$ cat config.mk
export PLATFORM = sky130hd
export DESIGN_NAME = clk_div_sched
export DESIGN_NICKNAME = d
export VERILOG_FILES = /design/src/rtl/clk_div_sched.sv
export SDC_FILE = /design/constraint.sdc
export NUM_CORES = 1
export LEC_CHECK = 0
export ABC_AREA = 1
export BUFFER_PORTS_ARGS = -buffer_cell sky130_fd_sc_hd__buf_2
export CAP_MARGIN = 20
export CORE_MARGIN = 8
export CORE_UTILIZATION = 60
export CTS_CLUSTER_SIZE = 10
export DETAILED_ROUTE_END_ITERATION = 16
export PLACE_DENSITY = 0.87
export SYNTH_ARGS = -nofsm -noshare
export SYNTH_HDL_FRONTEND = slang
export SYNTH_SLANG_ARGS = --single-unit
$ cat constraint.sdc
create_clock -name i_clk -period 7 [get_ports i_clk]
set_clock_uncertainty 0.2 [all_clocks]
set_input_delay 1.75 -clock i_clk [delete_from_list [all_inputs] [get_ports i_clk]]
set_output_delay 1.75 -clock i_clk [all_outputs]
set_load 0.03 [all_outputs]
$ cat src/rtl/clk_div_sched.sv
// Runtime-programmable clock divider: o_clk half-period = active divisor cycles of i_clk.
// Divisor updates are accepted over valid/ready and applied only at o_clk falling boundaries.
module clk_div_sched #(
   parameter int CNT_W   = 16,
   parameter int DEF_DIV = 50
) (
   input  logic             i_clk,
   input  logic             i_reset_n,
   input  logic             i_en,
   input  logic             i_cfg_valid,
   input  logic [CNT_W-1:0] i_cfg_div,
   output logic             o_cfg_ready,
   output logic             o_cfg_err,
   output logic             o_clk,
   output logic             o_rise,
   output logic             o_running
);

   localparam logic [CNT_W-1:0] DEF  = CNT_W'(DEF_DIV);
   localparam logic [CNT_W-1:0] ONE  = CNT_W'(1);
   localparam logic [CNT_W-1:0] ZERO = '0;

   typedef enum logic [1:0] {IDLE, RUN, PEND, STOP} state_t;

   state_t           state_q, state_d;
   logic [CNT_W-1:0] cnt_q, cnt_d;
   logic [CNT_W-1:0] div_q, div_d;
   logic [CNT_W-1:0] pend_q, pend_d;
   logic             clk_q, clk_d;
   logic             rise_q, rise_d;
   logic             err_q, err_d;

   logic             ready;
   logic             accept;
   logic             toggle;
   logic [CNT_W-1:0] cfg_clamped;
   logic [CNT_W-1:0] cnt_inc;

   assign ready       = (state_q == IDLE) || (state_q == RUN);
   assign accept      = i_cfg_valid && ready;
   assign cfg_clamped = (i_cfg_div == ZERO) ? ONE : i_cfg_div;
   // >= rather than == so a shrinking divisor can never let the counter run past the limit
   assign toggle      = (cnt_q >= (div_q - ONE));
   assign cnt_inc     = toggle ? ZERO : (cnt_q + ONE);

   always_comb begin
      state_d = state_q;
      cnt_d   = cnt_q;
      div_d   = div_q;
      pend_d  = pend_q;
      clk_d   = clk_q;
      rise_d  = 1'b0;
      err_d   = accept && (i_cfg_div == ZERO);

      case (state_q)
         IDLE: begin
            cnt_d = ZERO;
            clk_d = 1'b0;
            if (accept) begin
               div_d  = cfg_clamped;
               pend_d = cfg_clamped;
            end
            if (i_en) state_d = RUN;
         end
         RUN: begin
            if (accept) pend_d = cfg_clamped;
            if (!i_en && (!clk_q || toggle)) begin
               state_d = IDLE;
               cnt_d   = ZERO;
               clk_d   = 1'b0;
               if (accept) div_d = cfg_clamped;
            end else if (!i_en) begin
               state_d = STOP;
               cnt_d   = cnt_inc;
            end else begin
               cnt_d = cnt_inc;
               if (toggle) begin
                  clk_d  = ~clk_q;
                  rise_d = ~clk_q;
               end
               if (accept) state_d = PEND;
            end
         end
         PEND: begin
            if (!i_en && (!clk_q || toggle)) begin
               state_d = IDLE;
               cnt_d   = ZERO;
               clk_d   = 1'b0;
               div_d   = pend_q;
            end else if (!i_en) begin
               state_d = STOP;
               cnt_d   = cnt_inc;
            end else begin
               cnt_d = cnt_inc;
               if (toggle) begin
                  clk_d  = ~clk_q;
                  rise_d = ~clk_q;
                  if (clk_q) begin
                     div_d   = pend_q;
                     state_d = RUN;
                  end
               end
            end
         end
         STOP: begin
            // pend_q mirrors div_q unless an update is outstanding, so applying it is always safe
            if (toggle) begin
               state_d = IDLE;
               cnt_d   = ZERO;
               clk_d   = 1'b0;
               div_d   = pend_q;
            end else begin
               cnt_d = cnt_inc;
            end
         end
         default: state_d = IDLE;
      endcase
   end

   always_ff @(posedge i_clk or negedge i_reset_n) begin
      if (!i_reset_n) begin
         state_q <= IDLE;
         cnt_q   <= ZERO;
         div_q   <= DEF;
         pend_q  <= DEF;
         clk_q   <= 1'b0;
         rise_q  <= 1'b0;
         err_q   <= 1'b0;
      end else begin
         state_q <= state_d;
         cnt_q   <= cnt_d;
         div_q   <= div_d;
         pend_q  <= pend_d;
         clk_q   <= clk_d;
         rise_q  <= rise_d;
         err_q   <= err_d;
      end
   end

   assign o_cfg_ready = ready;
   assign o_cfg_err   = err_q;
   assign o_clk       = clk_q;
   assign o_rise      = rise_q;
   assign o_running   = (state_q != IDLE);

endmodule
Word-level counts from Yosys, hierarchy flattened
Cells that the tools add are included.
{"block": "classes", "add_sub_neg": 2, "multipliers": 0, "div_mod_pow": 0, "order_cmp": 1, "n_eq_ne": 14, "shifts": 0, "n_mux": 32, "bitwise_logic": 1, "reduce_logical": 16}
{"cell": "16-bit two-way mux", "count": 11}
{"cell": "16-bit one-hot mux with 4 select lines", "count": 1}
{"cell": "16-bit one-hot mux with 3 select lines", "count": 1}
{"cell": "2-bit two-way mux", "count": 9}
{"cell": "16-bit by 1-bit adder with 16-bit output (second input constant)", "count": 1}
{"cell": "16-bit greater-or-equal comparator", "count": 1}
{"cell": "16-bit zero test", "count": 1}
{"cell": "16-bit by 1-bit subtractor with 16-bit output (second input constant)", "count": 1}
{"cell": "5-bit AND reduction", "count": 2}
{"cell": "3-bit inequality test (second input constant)", "count": 3}
{"cell": "1-bit two-way mux", "count": 8}
{"cell": "4-bit inequality test (second input constant)", "count": 2}
{"cell": "2-bit one-hot mux with 4 select lines", "count": 1}
{"cell": "3-bit by 1-bit inequality test with 1-bit output (second input constant)", "count": 2}
{"cell": "2-bit == test (second input constant)", "count": 2}
{"cell": "2-bit inequality test (second input constant)", "count": 2}
{"cell": "4-bit by 3-bit inequality test with 1-bit output (second input constant)", "count": 1}
{"cell": "2-bit OR reduction", "count": 2}
{"cell": "1-bit logical AND", "count": 3}
{"cell": "1-bit one-hot mux with 3 select lines", "count": 1}
{"cell": "3-bit AND reduction", "count": 1}
{"cell": "2-bit by 1-bit == test with 1-bit output (second input constant)", "count": 1}
{"cell": "1-bit zero test", "count": 2}
{"cell": "2-bit zero test", "count": 1}
{"cell": "other kinds (5)", "count": 6}
{"block": "word_totals", "register_bits": 53, "latchBits": 0, "ramBits": 0, "mem_bits_ro": 0, "input_bits": 20, "output_inout_bits": 5, "word_cells": 73, "mem_count": 0}

Logic depth before layout (Yosys ltp)
{"block": "logic_depth", "ltp_word": 7, "depth_mapped": 21, "mapped_depth_nobuf": 20}

Worst setup path after synthesis
Ideal clock, no wire load.
{"block": "synth_path", "path_kind": "reg2out", "startpoint": "register state_q[0]", "endpoint": "output port o_cfg_ready", "t_arrival_ns": 1.170, "required_ns": 5.050, "path_slack_ns": 3.880, "stages_incl_launch_ff": 5, "n_path_buf": 0, "path_cell_list": "dfrtp_1 > inv_1 > ha_1 > inv_1 > nand2_1"}
{"block": "synth_via", "elab_chain_cells": 2, "word_cells_on_any_way": 3, "cone_classes": "eq/ne: 1; reduce/logical: 2"}
{"item": "from (decl)", "line_no": "25", "source": "state_t state_q, state_d;"}
{"item": "from (signal assigned)", "line_no": "130", "source": "state_q <= state_d;"}
{"item": "2-bit by 1-bit == test with 1-bit output or 2-bit zero test (tied branches)", "line_no": "39", "source": "assign ready = (state_q == IDLE) || (state_q == RUN);"}
{"item": "1-bit logical OR *", "line_no": "39"}
{"item": "to (decl)", "line_no": "12", "source": "output logic o_cfg_ready,"}
Every way passes the cells marked *; elsewhere a longest branch is shown, timed or not.

Final worst setup path
{"block": "layout_path", "startpoint": "register div_q[0]", "endpoint": "register div_q[3]"}
{"block": "layout_via", "elab_chain_cells": 6, "word_cells_on_any_way": 12, "cone_classes": "add/sub: 1; order compare: 1; eq/ne: 5; mux: 2; reduce/logical: 3"}
{"item": "from (decl)", "line_no": "27", "source": "logic [CNT_W-1:0] div_q, div_d;"}
{"item": "from (signal assigned)", "line_no": "132", "source": "div_q <= div_d;"}
{"item": "16-bit by 1-bit subtractor with 16-bit output *", "line_no": "43", "source": "assign toggle = (cnt_q >= (div_q - ONE));"}
{"item": "16-bit greater-or-equal comparator *", "line_no": "43"}
{"item": "1-bit logical OR", "line_no": "67, 85"}
{"item": "1-bit logical AND", "line_no": "67, 85"}
{"item": "3-bit inequality test (no line) (tied with other cells)"}
{"item": "5-bit AND reduction (no line) or 16-bit one-hot mux with 4 select lines (tied branches)"}
Marked as above.
A chain may end at the register's enable or synchronous reset.

==> impl_metrics.py <==
metrics = {
    "drt": {
        "drc": 0,
        "vias": 2804,
        "wl_per_cell_um": 12.9,
        "viasPerCell": 5.23,
        "dr.pass1.iters": 4,
        "ant_nets": 0,
        "routed_wirelength_um": 6900,
        "drt_iter0_drc": 153,
    },
    "placement": {
        "dpl.hpwl_um": 5220,
        "portBuffers": 24,
        "dp_worst_setup_slack_ps": 3470,
        "gp_congestion": 0.880,
    },
    "synth": {
        "synth_top_flop_cell": "dfrtp_1",
        "synth_top_cell_area_share_pct": 33.1,
        "yosys.area_share.xor_xnor_pct": 5.91,
        "synth.area.top_cells": "dfrtp_1 33%, nand2_1 10%, ha_1 8.1%",
        "synth_most_common_cell": "nand2_1",
        "synth.top_cells.by_count": "97 x nand2_1, 57 x inv_1, 47 x dfrtp_1, 39 x nor2_1",
        "synth_fa_ha_area_share_pct": 8.10,
        "synth_seq_cells": 53,
        "yosys.area_share.simple_pct": 33.5,
        "syn-cell-area_um2": 3550,
        "synth_cells": 438,
        "avgSynthCellArea_um2": 8.12,
        "synth_mux_area_share_pct": 0,
        "synth.distinct_cells": 35,
        "yosysSeqAreaShare_pct": 37.5,
        "synthArstFlopShare_pct": 100,
        "synth_compound_area_share_pct": 6.48,
        "synth_top_family_by_area": "simple AND/OR/NAND/NOR gates",
        "yosys_warnings": 0,
        "syn_nets": 481,
        "synth-edff-count": 0,
        "yosys.area.top_type": "dfrtp_1",
    },
    "min_path": {
        "hold_class": "reg -> reg",
        "hp-start": "pend_q[15]",
    },
    "timing": {
        "min_period_ps": 3530,
        "final_max_slew_viol_count": 0,
        "tightest_slew_ps": 810,
        "fin_ws_ps": 3470,
        "finalSetupViolCount": 0,
        "relSlewSlack_pct": 45.9,
        "rsz0062_at_grt": "false",
        "fmax_mhz": 283,
        "period_share_pct": 50.4,
        "hold_violations": 0,
        "setup_tns_ps": 0,
    },
    "cells_and_area": {
        "multi_input_area_um2": 1920,
        "syn_to_final_growth_pct": 7.29,
        "fill_cells": 511,
        "diodes": 0,
        "drive_gt1_share_pct": 19.5,
        "regArea_um2": 1330,
        "nets": 503,
    },
    "critical_path": {
        "rr_startpoint": "div_q[0]",
        "crit_chain": "inv_1 > ha_1 > nand2_1 > nor3_2 > nor3b_2 > nand2_1 > nor3_2 > xnor2_1 > ha_1 > nand4_1 > a21oi_2 > nor2_4 > nand3_4 > nand2_4 > nand2_4 > nand3_4 > nand2_1 > nand2_1",
        "required_ps": 7010,
        "critical_path.max_fanout": 18,
        "critPathLaunch": "div_q[0]",
        "crit_arrival_ps": 3540,
        "slowest_stage": "dfrtp_1",
        "cp_common_cell": "nand2_1",
        "cpPeakStageDelay_ps": 420,
        "startpoint_type": "flip-flop",
        "cp-end-kind": "flip-flop",
        "critPathKind": "reg -> reg",
    },
    "clock_tree": {
        "clk_pin_slew_worst_paths_ps": 100,
        "numCtsBuffers": 5,
        "clock-sinks": 53,
        "post-cts-setup-buffers": 0,
        "cts_root_buffer": "clkbuf_8",
        "clock_path_buffers": 2,
        "hold_buffers": 0,
        "cts_resized": 0,
        "clk_latency_ps": 320,
        "htreeDepth": 2,
        "cts_tree": "built",
    },
    "global_routing": {
        "grt_max_degree": 54,
        "grt_first_pass_wirelength_um": 12100,
        "grt-ovfl-total": 0,
        "grtUsageTotal_pct": 17.0,
        "grt_pass1_vias": 2788,
        "antenna_found_initial": 0,
    },
    "power_and_ir_drop": {
        "p_leak_nw": 1.93,
        "ir_drop_v": 0.000293,
        "power_density_nw_per_um2": 384,
    },
    "die": {
        "initial_utilization_pct": 61.1,
        "core_um2": 5820,
        "dieArea_um2": 8640,
        "die_x_um": 93.0,
        "die_h_um": 93.0,
        "num_io_pins": 25,
        "rows": 28,
    },
    "status": {
        "status": "complete, no violations",
    },
    "flow_run": {
        "max_cap_viol_count": 0,
    },
}
[state kept, by name (all words and copies together), names as in the netlist]
signal	count
div_q	16
o_clk	1
o_cfg_err	1
cnt_q	16
state_q	2
o_rise	1
pend_q	16
[kinds of logic (layout without fill, tap and decap cells)]
logic type      after synthesis  after routing
compound gates               45             45
xor+xnor                     24             24
fa+ha+maj                    23             23
buf+inv                      70             93
flops                        53             53
simple gates                223            223
[power by group]
group	internal [mW]	total (mW)	switching, mW
combinational	0.267	0.754	0.486
sequential	0.423	0.519	0.0960
clock	0.0817	0.191	0.109
total	0.772	1.46	0.691
[through the flow]
stage / util, % / instances / hold WS (ps) / total power [mW] / area, µm²
final: 65.6 / 536 / 296 / 1.46 / 3810
after global routing: 65.6 / 536 / 321 / 1.60 / 3810
after floorplan: - / 438 / 254 / 1.14 / 3550
after detailed placement: 63.6 / 527 / 276 / 1.26 / 3700
after CTS: 65.3 / 535 / 299 / 1.46 / 3800
after global placement: 63.6 / 527 / 268 / 1.22 / 3700
[final cells by class]
type                       count  share of cell area (%)
tap                           75                    2.46
clock inverter                 2                   0.427
timing repair buffer          26                    3.74
clock buffer                   6                    2.17
multi-input combinational    315                    50.4
inverter                      59                    5.87
sequential                    53                    35.0
[routing by layer]
metal / GRT usage [%] / vias to the layer above / wire, µm
li1: - / 1440 / -
met1: 20.6 / 1297 / 3120
met2: 28.8 / 52 / 3370
met3: 3.29 / 15 / 224
met4: 7.11 / 0 / 190
met5: 0 / - / 0
[worst max-delay path, delay by kind of cell, from the launching register on]
family          cells  cell delay, ps
flops               1             420
fa+ha+maj           2             500
compound gates      1             220
xor+xnor            1             110
buf+inv             1             130
simple gates       13            1840
[path summary, 6_finish.rpt]
path	to	depth (start not counted)	slack, ps
worst min-delay path	pend_q[15]	2	300
worst max register to register	div_q[3]	18	3470
worst max-delay path	div_q[3]	18	3470
min in group asynchronous	cnt_q[9]	2	1340
worst min register to register	pend_q[15]	2	300
max in group asynchronous	pend_q[12]	2	4820
[cell usage in the layout (no fill, tap or decap), drive strengths merged]
cell type    n
a21oi       22
buf         26
clkbuf       6
clkinvlp     1
dfrtp       47
dfstp        6
ha          23
inv         60
nand2      117
nand3       14
nand3b       1
nand4       23
nor2        53
nor3         7
nor3b        2
nor4         4
o21ai       22
o22ai        1
or2          2
xnor2       15
xor2         9
Power figures use the tool's default switching activity.
